### src/rtl/pc_pkg.sv
`default_nettype none
// ============================================================================
//  Module      : pc_pkg
//  Description : Shared constants for the PC sequencer and the next-PC mux:
//                mux select codes, sequencer state encoding and reset PC.
//  Revision    : 1.0 - initial release
// ============================================================================
package pc_pkg;

  // Next-PC mux select codes
  localparam logic [1:0] SEL_ZERO   = 2'b00;
  localparam logic [1:0] SEL_BRANCH = 2'b01;
  localparam logic [1:0] SEL_PC4    = 2'b10;
  localparam logic [1:0] SEL_REG    = 2'b11;

  // Sequencer states
  typedef enum logic [1:0] {
    ST_BOOT  = 2'b00,
    ST_RUN   = 2'b01,
    ST_FAULT = 2'b10
  } state_t;

  localparam logic [31:0] RESET_PC_DEFAULT = 32'h0000_0000;

endpackage
`default_nettype wire

### src/rtl/pc_sequencer_if.sv
`default_nettype none
// ============================================================================
//  Module      : pc_sequencer_if
//  Description : Bus between control/imem side and the PC sequencer.
//                master : control unit / imem side (drives requests, pc_next)
//                slave  : pc_sequencer (drives pc, pc4, pc_sel, status)
//  Ports (signals):
//    stall, imem_ready, jr, jump, branch_taken, pc_next[31:0]  master -> slave
//    pc[31:0], pc4[31:0], pc_sel[1:0], fetch_valid, fault,
//    retired[CNT_W-1:0]                                        slave -> master
//  Revision    : 1.0 - initial release
// ============================================================================
interface pc_sequencer_if #(
  parameter int CNT_W = 32
);
  logic             stall;
  logic             imem_ready;
  logic             jr;
  logic             jump;
  logic             branch_taken;
  logic [31:0]      pc_next;
  logic [31:0]      pc;
  logic [31:0]      pc4;
  logic [1:0]       pc_sel;
  logic             fetch_valid;
  logic             fault;
  logic [CNT_W-1:0] retired;

  modport master (
    output stall, imem_ready, jr, jump, branch_taken, pc_next,
    input  pc, pc4, pc_sel, fetch_valid, fault, retired
  );

  modport slave (
    input  stall, imem_ready, jr, jump, branch_taken, pc_next,
    output pc, pc4, pc_sel, fetch_valid, fault, retired
  );
endinterface
`default_nettype wire

### src/rtl/pc_retire_counter.sv
`default_nettype none
// ============================================================================
//  Module      : pc_retire_counter
//  Description : Free-running count of PC advances, wraps past all-ones.
//  Ports:
//    clk    in  1      clock
//    rst_n  in  1      asynchronous active-low clear
//    en     in  1      count enable (one per PC advance)
//    count  out CNT_W  current count
//  Revision    : 1.0 - initial release
// ============================================================================
module pc_retire_counter #(
  parameter int CNT_W = 32
) (
  input  wire logic             clk,
  input  wire logic             rst_n,
  input  wire logic             en,
  output logic      [CNT_W-1:0] count
);

  localparam logic [CNT_W-1:0] ONE = {{(CNT_W-1){1'b0}}, 1'b1};

  always_ff @(posedge clk or negedge rst_n) begin
    if (!rst_n)
      count <= '0;
    else if (en)
      count <= count + ONE;
  end

endmodule
`default_nettype wire

### src/rtl/pc_sequencer.sv
`default_nettype none
// ============================================================================
//  Module      : pc_sequencer
//  Description : Program counter owner for the monocycle core. Selects the
//                next-PC mux input by request priority, loads the mux output
//                on an aligned advance, holds on stall / imem wait and traps
//                misaligned targets into a sticky FAULT state.
//  Ports:
//    clk    in  1   core clock (rising edge)
//    rst_n  in  1   asynchronous active-low reset
//    bus    pc_sequencer_if.slave  requests in; pc, pc4, pc_sel,
//                                  fetch_valid, fault, retired out
//  Revision    : 1.0 - initial release
// ============================================================================
module pc_sequencer
  import pc_pkg::*;
#(
  parameter logic [31:0] RESET_PC = RESET_PC_DEFAULT,
  parameter int          CNT_W    = 32
) (
  input wire logic       clk,
  input wire logic       rst_n,
  pc_sequencer_if.slave  bus
);

  state_t      state;
  state_t      state_next;
  logic [31:0] pc_q;
  logic        fault_q;
  logic [1:0]  sel;
  logic        advance;
  logic        misalign;

  // Next state, mux select and advance/trap decode
  always_comb begin
    state_next = state;
    sel        = SEL_ZERO;
    advance    = 1'b0;
    misalign   = 1'b0;
    case (state)
      ST_BOOT: state_next = ST_RUN;
      ST_RUN: begin
        // Select tracks requests even while holding; mux output is simply
        // not loaded in that case.
        if (bus.jr)                sel = SEL_REG;
        else if (bus.jump)         sel = SEL_BRANCH;
        else if (bus.branch_taken) sel = SEL_BRANCH;
        else                       sel = SEL_PC4;
        if (bus.imem_ready && !bus.stall) begin
          if (bus.pc_next[1:0] == 2'b00) begin
            advance = 1'b1;
          end else begin
            misalign   = 1'b1;
            state_next = ST_FAULT;
          end
        end
      end
      ST_FAULT: state_next = ST_FAULT;
      default:  state_next = ST_FAULT;
    endcase
  end

  always_ff @(posedge clk or negedge rst_n) begin
    if (!rst_n) begin
      state   <= ST_BOOT;
      pc_q    <= RESET_PC;
      fault_q <= 1'b0;
    end else begin
      state <= state_next;
      if (advance)
        pc_q <= bus.pc_next;
      if (misalign)
        fault_q <= 1'b1;
    end
  end

  pc_retire_counter #(
    .CNT_W (CNT_W)
  ) u_retire (
    .clk   (clk),
    .rst_n (rst_n),
    .en    (advance),
    .count (bus.retired)
  );

  assign bus.pc          = pc_q;
  assign bus.pc4         = pc_q + 32'd4;
  assign bus.pc_sel      = sel;
  assign bus.fetch_valid = (state == ST_RUN);
  assign bus.fault       = fault_q;

endmodule
`default_nettype wire

### src/flat_wrapper.sv
// flat-port wrapper written by rule: the top's interface ports become plain ports
module pc_sequencer_flat import pc_pkg::*;
#(
  parameter logic [31:0] RESET_PC = RESET_PC_DEFAULT,
  parameter int          CNT_W    = 32
)
  (clk, rst_n, bus_stall, bus_imem_ready, bus_jr, bus_jump, bus_branch_taken, bus_pc_next, bus_pc, bus_pc4, bus_pc_sel, bus_fetch_valid, bus_fault, bus_retired);
  pc_sequencer_if #(.CNT_W(CNT_W)) bus_i ();
  input wire logic clk;
  input wire logic rst_n;
  input wire logic [$bits(bus_i.stall)-1:0] bus_stall;
  input wire logic [$bits(bus_i.imem_ready)-1:0] bus_imem_ready;
  input wire logic [$bits(bus_i.jr)-1:0] bus_jr;
  input wire logic [$bits(bus_i.jump)-1:0] bus_jump;
  input wire logic [$bits(bus_i.branch_taken)-1:0] bus_branch_taken;
  input wire logic [$bits(bus_i.pc_next)-1:0] bus_pc_next;
  output wire logic [$bits(bus_i.pc)-1:0] bus_pc;
  output wire logic [$bits(bus_i.pc4)-1:0] bus_pc4;
  output wire logic [$bits(bus_i.pc_sel)-1:0] bus_pc_sel;
  output wire logic [$bits(bus_i.fetch_valid)-1:0] bus_fetch_valid;
  output wire logic [$bits(bus_i.fault)-1:0] bus_fault;
  output wire logic [$bits(bus_i.retired)-1:0] bus_retired;
  assign bus_i.stall = bus_stall;
  assign bus_i.imem_ready = bus_imem_ready;
  assign bus_i.jr = bus_jr;
  assign bus_i.jump = bus_jump;
  assign bus_i.branch_taken = bus_branch_taken;
  assign bus_i.pc_next = bus_pc_next;
  assign bus_pc = bus_i.pc;
  assign bus_pc4 = bus_i.pc4;
  assign bus_pc_sel = bus_i.pc_sel;
  assign bus_fetch_valid = bus_i.fetch_valid;
  assign bus_fault = bus_i.fault;
  assign bus_retired = bus_i.retired;
  pc_sequencer #(.RESET_PC(RESET_PC), .CNT_W(CNT_W)) u_core (.clk(clk), .rst_n(rst_n), .bus(bus_i));
endmodule
### config.mk
export PLATFORM = sky130hd
export DESIGN_NAME = pc_sequencer_flat
export DESIGN_NICKNAME = d
export VERILOG_FILES = /design/src/rtl/pc_pkg.sv /design/src/rtl/pc_sequencer_if.sv /design/src/rtl/pc_retire_counter.sv /design/src/rtl/pc_sequencer.sv /design/src/flat_wrapper.sv
export SDC_FILE = /design/constraint.sdc
export NUM_CORES = 1
export LEC_CHECK = 0
export CELL_PAD_IN_SITES_DETAIL_PLACEMENT = 0
export CELL_PAD_IN_SITES_GLOBAL_PLACEMENT = 1
export CORE_MARGIN = 2
export CORE_UTILIZATION = 34
export DETAILED_ROUTE_END_ITERATION = 8
export PLACE_DENSITY = 0.86
export SLEW_MARGIN = 10
export SYNTH_ARGS = -nofsm -noshare
export SYNTH_HDL_FRONTEND = slang
export SYNTH_SLANG_ARGS = --single-unit
### constraint.sdc
create_clock -name clk -period 5.25 [get_ports clk]
set_input_delay 1.05 -clock clk [delete_from_list [all_inputs] [get_ports clk]]
set_output_delay 1.05 -clock clk [all_outputs]
set_load 0.005 [all_outputs]
==> results.toml, run 1 <==
[grt]
grt_pass1_vias = 3103
grt-ovfl-total = 0
grt_max_degree = 68
use_met2_pct = 29.8
grtUsageTotal_pct = 17.8
grt_use_met3_pct = 4.39
grt_pass1_wl_um = 15700
grt.met1_usage_pct = 22.5
antenna_found_initial = 0
top_usage_layer = "met2"

[synthesis]
synth_area_leader_cell = "dfrtp_1"
synth_warnings = 0
synth_seq_cells = 67
synth_edf_count = 0
synth_commonest_cells = "nand2_1, dfrtp_1, xnor2_1"
ys_types = 34
synth_xor_area_share_pct = 15.1
synthCells = 361
synthFlopType = "dfrtp_1"
synth_compound_area_share_pct = 1.21
synth_area_leaders = "dfrtp_1, nand2_1, xnor2_1, xor2_1, nand4_1"
async_flop_share_pct = 100
synthMuxAreaShare_pct = 0
syn_area_mm2 = 0.00342
post-synth-top-count-cell = "nand2_1"
synth-seq-area-share_pct = 49.0
synth_top_area_share_pct = 49.0
synth_nets = 402
synthAdderAreaFrac_pct = 0.732
synthSimpleGateAreaFrac_pct = 31.3
synth_top_family_by_area = "simple AND/OR/NAND/NOR gates"
syn_avg_cell_area_um2 = 9.48

[power_and_ir_drop]
ir_worst_vdd_mv = 0.131
leakagePower_nw = 2.24
p_per_area_mw_per_mm2 = 294

[clock_tree]
cts-root-buf = "clkbuf_8"
cts.sinks = 67
cts_setup_buffers = 0
clk_pin_slew_worst_paths_ns = 0.07
clkLatencyLatePin_ns = 0.33
cts_buffers = 9
cts-htree-levels = 3
cts_resized = 0
hold_buffers = 0
cts_tree = "yes"
clock_path_buffers = 2

[place]
dp_cells = 622
place_area_mm2 = 0.00492
routabilityCongestion = 0.855
place_hpwl_um = 7020
portBuffers = 138

[worst_setup_path]
arrival_ns = 2.67
start_kind = "flop"
cp_max_fo = 5
worstPathRequired_ns = 4.20
critPathCaptureType = "output port"
crit_type = "flop to output port"

[drt]
post-route-drc-count = 0
drt_iter0_drc = 80
antenna_left = 0
avgViaCountPerCell = 4.92
via_count = 3127
wl_per_cell_um = 15.1
finalWirelength_um = 9590
first_pass_iters = 4

[finish]
antenna_cells = 0
design_area_mm2 = 0.00510
final_nets = 541
multi_input_comb_area_mm2 = 0.00166
final-seq-area_mm2 = 0.00168
stdcell_count = 636
syn_to_final_growth_pct = 49.0
num-fill-cells = 945
drive_gt1_share_pct = 5.57

[floorplan]
die_h_um = 104
coreArea_mm2 = 0.00977
design.die.area_mm2 = 0.0109
fp.dieW_um = 104
std_cell_rows = 36
start_util_pct = 35.0
pin_count = 139

[timing]
rsz0062_at_grt = "no"
max_freq_ghz = 0.269
skew_ns = 0.00888
tns_ns = 0
max_slew_margin_pct = 23.2
hold_viol = 0
worst_pin_slew_ns = 1.15
maxSlewViolCount = 0
setup_viol = 0
fin_crit_ns = 3.72
period_share_pct = 70.8

[flow_run]
maxCapViolCount = 0

[min_path]
hp-class = "flop to flop"

[status]
status = "finished, final reports clean"
state kept, by name, summed over array words and instances (netlist names):
register	flops
u_core.state	2
u_core.bus.fault	1
u_core.bus.pc	32
u_core.u_retire.count	32
critical path, cell delays in order, from the launching register on:
cell and delay (ns):
dfrtp_1 0.41, ha_1 0.20, nand3_1 0.17, nor3_1 0.66, nand4_1 0.19, xnor2_1 0.17
clkdlybuf4s50_1 0.52
stage by stage:
stage / setup WS (ns) / util (%) / total power, mW / hold slack (ns)
after floorplan: 2.75 / - / 0.780 / 0.451
final: 1.53 / 52.2 / 1.50 / 0.458
after detailed placement: 1.89 / 50.3 / 1.10 / 0.448
after global placement: 1.96 / 50.3 / 1.09 / 0.442
after CTS: 1.52 / 52.2 / 1.51 / 0.463
after global routing: 1.35 / 52.2 / 1.58 / 0.476
final timing paths:
path / from / end / slack (ns) / depth (start not counted)
hold / removal: u_core.bus.fault$_DFFE_PN0P_ / u_core.bus.fault$_DFFE_PN0P_ / 0.46 / 1
max in group asynchronous: rst_n / u_core.u_retire.count[14]$_DFFE_PN0P_ / 3.76 / 2
setup reg to reg: u_core.state[1]$_DFFE_PN0P_ / u_core.u_retire.count[5]$_DFFE_PN0P_ / 3.13 / 4
setup / recovery: u_core.bus.pc[2]$_DFFE_PN0P_ / bus_pc4[22] / 1.53 / 6
hold reg to reg: u_core.bus.fault$_DFFE_PN0P_ / u_core.bus.fault$_DFFE_PN0P_ / 0.46 / 1
min in group asynchronous: rst_n / u_core.bus.pc[10]$_DFFE_PN0P_ / 0.92 / 2
area by class of cell:
cell class	count	area share [%]
clock buffers	11	2.77
clock inverters	3	0.785
inverters	7	0.515
multi-input cells	275	32.5
flip-flops and latches	67	32.9
well taps	133	3.26
repair buffers	140	27.3
power by group:
| part | switching [mW] | total, mW | internal (mW) |
|---|---|---|---|
| combinational | 0.134 | 0.413 | 0.279 |
| clock | 0.187 | 0.413 | 0.226 |
| sequential | 0.0928 | 0.672 | 0.579 |
metal layers:
layer  wire [um]  vias up
met2        4700      121
met3         630       12
li1            -     1488
met5           0        -
met1        4130     1506
met4         122        0
layout by cell type, fill, tap and decap left out, types with 4 or more instances in the layout:
| cell type | n |
|---|---|
| clkdlybuf4s50_1 | 137 |
| nor3_1 | 9 |
| nor2_1 | 14 |
| nand4_1 | 26 |
| and4_1 | 5 |
| xor2_1 | 19 |
| and2_1 | 4 |
| inv_1 | 7 |
| xnor2_1 | 40 |
| and3_1 | 7 |
| nand3_1 | 18 |
| nor4_2 | 6 |
| dfrtp_1 | 67 |
| clkbuf_8 | 10 |
| nand2_1 | 108 |
logic make-up after synthesis:
family,Yosys count
AO/OA/AOI/OAI,6
XOR/XNOR,59
adder cells (fa/ha/maj),2
buffers and inverters,19
flip-flops,67
AND/OR/NAND/NOR,208
Power figures use the tool's default switching activity.
==> run 2: changes to the inputs <==
- CORE_UTILIZATION: 34 -> 32
- PLACE_DENSITY: 0.86 -> 0.82
- clock period: 5.25 -> 3.8 ns (I/O delays scaled with it)
==> run 2 against run 1 <==
  * Power increased by 39%
  * Utilization is 2.8 points lower
  * Die area increased by 6.0%
  * Final area rose by 0.47%
  * Highest routed layer unchanged
==> results.toml, run 2 (synthesis gave the netlist of run 1 again) <==
[grt]
antenna_found_initial = 0
grt_pass1_vias = 3055
grt-ovfl-total = 0
grt_max_degree = 38
grt_pass1_wl_um = 15600
grtUsageTotal_pct = 17.3

[floorplan]
start_util_pct = 33.0
std_cell_rows = 37
die_h_um = 107
fp.dieW_um = 107
design.die.area_mm2 = 0.0115
coreArea_mm2 = 0.0104
pin_count = 139

[worst_setup_path]
critPathCaptureType = "output port"
worstPathRequired_ns = 3.04
crit_type = "flop to output port"
cp_cell_sequence = "ha_1 -> nand3_1 -> nor3_1 -> nand4_1 -> xnor2_1 -> clkdlybuf4s50_1"
path_buf_inv = 1
arrival_ns = 2.66
start_kind = "flop"
cp_max_fo = 5
slowest_delay_ns = 0.63
cp_top_family = "simple AND/OR/NAND/NOR gates"
slowest_stage = "nor3_1"

[timing]
maxSlewViolCount = 0
skew_ns = 0.00815
hold_viol = 0
setup_viol = 0
whs_ns = 0.464
period_share_pct = 90.1
tns_ns = 0
max_freq_ghz = 0.292
max_slew_margin_pct = 50.0
worst_pin_slew_ns = 0.744
rsz0062_at_grt = "no"
setup_ws_ns = 0.376
fin_crit_ns = 3.42

[drt]
avgViaCountPerCell = 4.74
finalWirelength_um = 9590
antenna_left = 0
post-route-drc-count = 0
via_count = 3042
drt_iter0_drc = 71
first_pass_iters = 4
wl_per_cell_um = 14.9

[finish]
final_nets = 542
design_area_mm2 = 0.00512
stdcell_count = 642
fin_util_pct = 49.4
syn_to_final_growth_pct = 49.7
antenna_cells = 0
drive_gt1_share_pct = 6.13
final_cell_mix = "clkdlybuf4s50_1, nand2_1, dfrtp_1"
final_common_cell = "clkdlybuf4s50_1"

[place]
place_hpwl_um = 7070
preCtsSetupSlack_ns = 0.731
portBuffers = 138
place_area_mm2 = 0.00493
routabilityCongestion = 0.792
dp_cells = 626

[clock_tree]
clock_path_buffers = 2
cts.sinks = 67
clk_pin_slew_worst_paths_ns = 0.09
hold_buffers = 0
clkLatencyLatePin_ns = 0.35
cts_tree = "yes"
cts_buffers = 9
cts_setup_buffers = 0
cts-root-buf = "clkbuf_8"
cts_resized = 0
cts-htree-levels = 3

[power_and_ir_drop]
ir_worst_vdd_mv = 0.152
power_mw = 2.09
p_per_area_mw_per_mm2 = 407
leakagePower_nw = 2.25

[flow_run]
maxCapViolCount = 0

[status]
status = "finished, final reports clean"

[min_path]
hp-class = "input port to asynchronous set/reset pin"
[run 2: cell types whose count changed in the layout (fill, tap and decap cells not counted)]
cell	change
clkinv_4	+3
clkbuf_8	-1
buf_4	+1
[run 2: layout make-up]
type / instances / area, um^2
Fill cell: 981 / 5250
Sequential cell: 67 / 1680
Multi-Input combinational cell: 275 / 1660
Timing Repair Buffer: 141 / 1400
Tap cell: 136 / 170
Clock buffer: 10 / 128
Clock inverter: 6 / 66.3
Inverter: 7 / 26.3
[run 2: path summary, 6_finish.rpt]
path | endpoint | cells after the start | slack, ns | startpoint
setup / recovery | bus_pc4[22] | 6 | 0.38 | u_core.bus.pc[3]$_DFFE_PN0P_
hold / removal | u_core.bus.pc[9]$_DFFE_PN0P_ | 1 | 0.46 | rst_n
setup reg to reg | u_core.u_retire.count[25]$_DFFE_PN0P_ | 4 | 1.91 | u_core.u_retire.count[2]$_DFFE_PN0P_
hold reg to reg | u_core.u_retire.count[31]$_DFFE_PN0P_ | 1 | 0.47 | u_core.u_retire.count[31]$_DFFE_PN0P_
max in group asynchronous | u_core.u_retire.count[25]$_DFFE_PN0P_ | 2 | 2.36 | rst_n
min in group clk | u_core.u_retire.count[31]$_DFFE_PN0P_ | 1 | 0.47 | u_core.u_retire.count[31]$_DFFE_PN0P_
[run 2: routing by layer]
| layer | part of all wire (%) | track usage (%) |
|---|---|---|
| met4 | 0.69 | 4.12 |
| met2 | 46 | 28.5 |
| met3 | 7.7 | 4.42 |
| met5 | 0 | 0 |
| met1 | 45 | 22.8 |
[run 2: report_power, final]
group	switching [mW]	internal [mW]	leakage (nW)
registers	0.128	0.800	0.899
logic	0.186	0.387	1.25
clock network	0.281	0.304	0.100
total	0.595	1.49	2.25
==> run 3: changes to the inputs <==
- ABC_AREA: default -> 1
- HOLD_SLACK_MARGIN: default -> 0.05
==> run 3 against run 2 <==
  * Register-to-register slack improved by 0.08 ns
  * Global-route usage rose by 1.7 points
  * Sequential share of layout area fell by 3.8 points
  * Clock skew barely moved
  * Non-clock buffer count rose by 1
  * Flip-flop and latch count did not move
  * Clock-buffer cell count did not move
  * Sequential power rose by 5.3%
  * Clock power rose by 61%
  * Via count rose by 29%
  * Critical endpoint unchanged
  * Highest routed layer unchanged
==> results.toml, run 3 <==
[power_and_ir_drop]
p_sw_share_pct = 28.6
internal_power_mw = 1.94
combPwrFrac_pct = 29.3
p_clk_share_pct = 34.8
leakagePower_nw = 2.53
ir_worst_vdd_mv = 0.207
power_mw = 2.72
p_seq_share_pct = 35.9
switchingPower_mw = 0.778
p_per_area_mw_per_mm2 = 469

[drt]
first_pass_iters = 4
drt_iter0_drc = 213
wl_per_cell_um = 14.7
antenna_left = 0
via_count = 3926
avgViaCountPerCell = 4.75
post-route-drc-count = 0
finalWirelength_um = 12200

[finish]
num-fill-cells = 1179
final_common_cell = "nand2_1"
syn_to_final_growth_pct = 47.5
drive_gt1_share_pct = 6.48
antenna_cells = 0
final_cell_mix = "nand2_1, clkdlybuf4s50_1, dfrtp_1"
final_nets = 716

[worst_setup_path]
start_kind = "flop"
path_buf_inv = 2
slowest_stage = "clkdlybuf4s50_1"
slowest_delay_ns = 0.50
cp_max_fo = 5
critPathCaptureType = "output port"
cp_cell_sequence = "ha_1 -> nand3_1 -> nor3_4 -> nand3_2 -> inv_1 -> nand3_1 -> nand2_1 -> clkdlybuf4s50_1"
worstPathRequired_ns = 3.04
arrival_ns = 2.42
crit_type = "flop to output port"
crit_path_frequent_cell = "nand3_1"
cp_top_family = "simple AND/OR/NAND/NOR gates"

[place]
portBuffers = 138
place_hpwl_um = 9290
routabilityCongestion = 0.961

[clock_tree]
cts_resized = 0
cts_buffers = 9
cts_tree = "yes"
hold_buffers = 0
cts-root-buf = "clkbuf_16"
clk_pin_slew_worst_paths_ns = 0.06
cts.sinks = 67
clkLatencyLatePin_ns = 0.33
cts_setup_buffers = 0
cts-htree-levels = 3
clock_path_buffers = 2

[timing]
setup_viol = 0
period_share_pct = 83.8
rsz0062_at_grt = "no"
hold_viol = 0
max_slew_margin_pct = 65.2
skew_ns = 0.00810
max_freq_ghz = 0.314
maxSlewViolCount = 0
fin_crit_ns = 3.18
worst_pin_slew_ns = 0.522
tns_ns = 0

[synthesis]
syn_area_mm2 = 0.00393
synth_top_area_share_pct = 42.7
synth_area_leader_cell = "dfrtp_1"
synth_nets = 573
synthCells = 532
synth_edf_count = 0
synth_commonest_cells = "nand2_1, dfrtp_1, inv_1, nor2_1, nand3_1"
synth_warnings = 0
syn_avg_cell_area_um2 = 7.38
synthFlopType = "dfrtp_1"
post-synth-top-count-cell = "nand2_1"
synth_area_leaders = "dfrtp_1, nand2_1, xor2_1, inv_1, nor2_1"
synth_seq_cells = 67
synth-seq-area-share_pct = 42.7
ys_types = 26
async_flop_share_pct = 100

[floorplan]
std_cell_rows = 40
fp.dieW_um = 115
start_util_pct = 32.7
coreArea_mm2 = 0.0120
die_h_um = 115
design.die.area_mm2 = 0.0132
pin_count = 139

[grt]
grt_pass1_vias = 3944
grtUsageTotal_pct = 19.0
antenna_found_initial = 0
grt_pass1_wl_um = 19700
grt-ovfl-total = 0
grt_max_degree = 46

[status]
status = "finished, final reports clean"

[flow_run]
maxCapViolCount = 0

[min_path]
hp-class = "input port to asynchronous set/reset pin"
-- run 3: layer usage --
metal	vias up	track usage (%)	routed length [um]
met1	1831	24.8	5600
li1	1959	-	-
met4	0	5.70	110
met5	-	0	0
met2	127	31.6	5710
met3	9	4.32	737
-- run 3: stage by stage --
stage / hold WS (ns) / instance area (um^2) / instances / setup slack, ns / utilization [%]
floorplan: 0.460 / 3930 / 532 / 1.68 / -
global placement: 0.475 / 5460 / 811 / 1.05 / 45.5
detailed placement: 0.462 / 5460 / 811 / 0.937 / 45.5
CTS: 0.405 / 5790 / 826 / 0.589 / 48.2
global route: 0.423 / 5790 / 826 / 0.384 / 48.2
finish: 0.399 / 5790 / 826 / 0.616 / 48.2
-- run 3: final timing paths --
kind,slack (ns),start,depth (start not counted),to
worst max-delay path,0.62,u_core.bus.pc[2]$_DFFE_PN0P_,8,bus_pc4[22]
worst min-delay path,0.40,rst_n,1,u_core.bus.pc[30]$_DFFE_PN0P_
max in group asynchronous,2.64,rst_n,2,u_core.u_retire.count[11]$_DFFE_PN0P_
worst min register to register,0.48,u_core.bus.fault$_DFFE_PN0P_,1,u_core.bus.fault$_DFFE_PN0P_
worst max register to register,1.99,u_core.state[1]$_DFFE_PN0P_,6,u_core.u_retire.count[29]$_DFFE_PN0P_
min in group clk,0.48,u_core.bus.fault$_DFFE_PN0P_,1,u_core.bus.fault$_DFFE_PN0P_
-- run 3: kinds of logic after synthesis --
family	count (synthesis)	synth area share [%]
and+or+nand+nor	339	38.3
DFF	67	42.7
buffers and inverters	65	6.82
xor gates and xnor gates	41	9.14
AOI/OAI and AO/OA	18	2.45
adders and majority gates	2	0.637
-- run 3: final cells by class --
type	count	area, um^2	area share (%)
well taps	147	184	3.17
clock buffers	10	229	3.95
repair buffers	142	1410	24.3
multi-input cells	400	1990	34.3
clock inverters	5	103	1.77
flip-flops and latches	67	1680	28.9
inverters	55	206	3.56
-- run 3: power by group through the flow --
| stage | clock network, mW | registers [mW] | logic (mW) |
|---|---|---|---|
| finish | 0.945 | 0.977 | 0.796 |
| global route | 0.997 | 0.996 | 0.872 |
| CTS | 0.968 | 0.975 | 0.808 |
| detailed placement | 0 | 0.987 | 0.805 |
| global placement | 0 | 0.981 | 0.800 |
| floorplan | 0 | 0.953 | 0.263 |
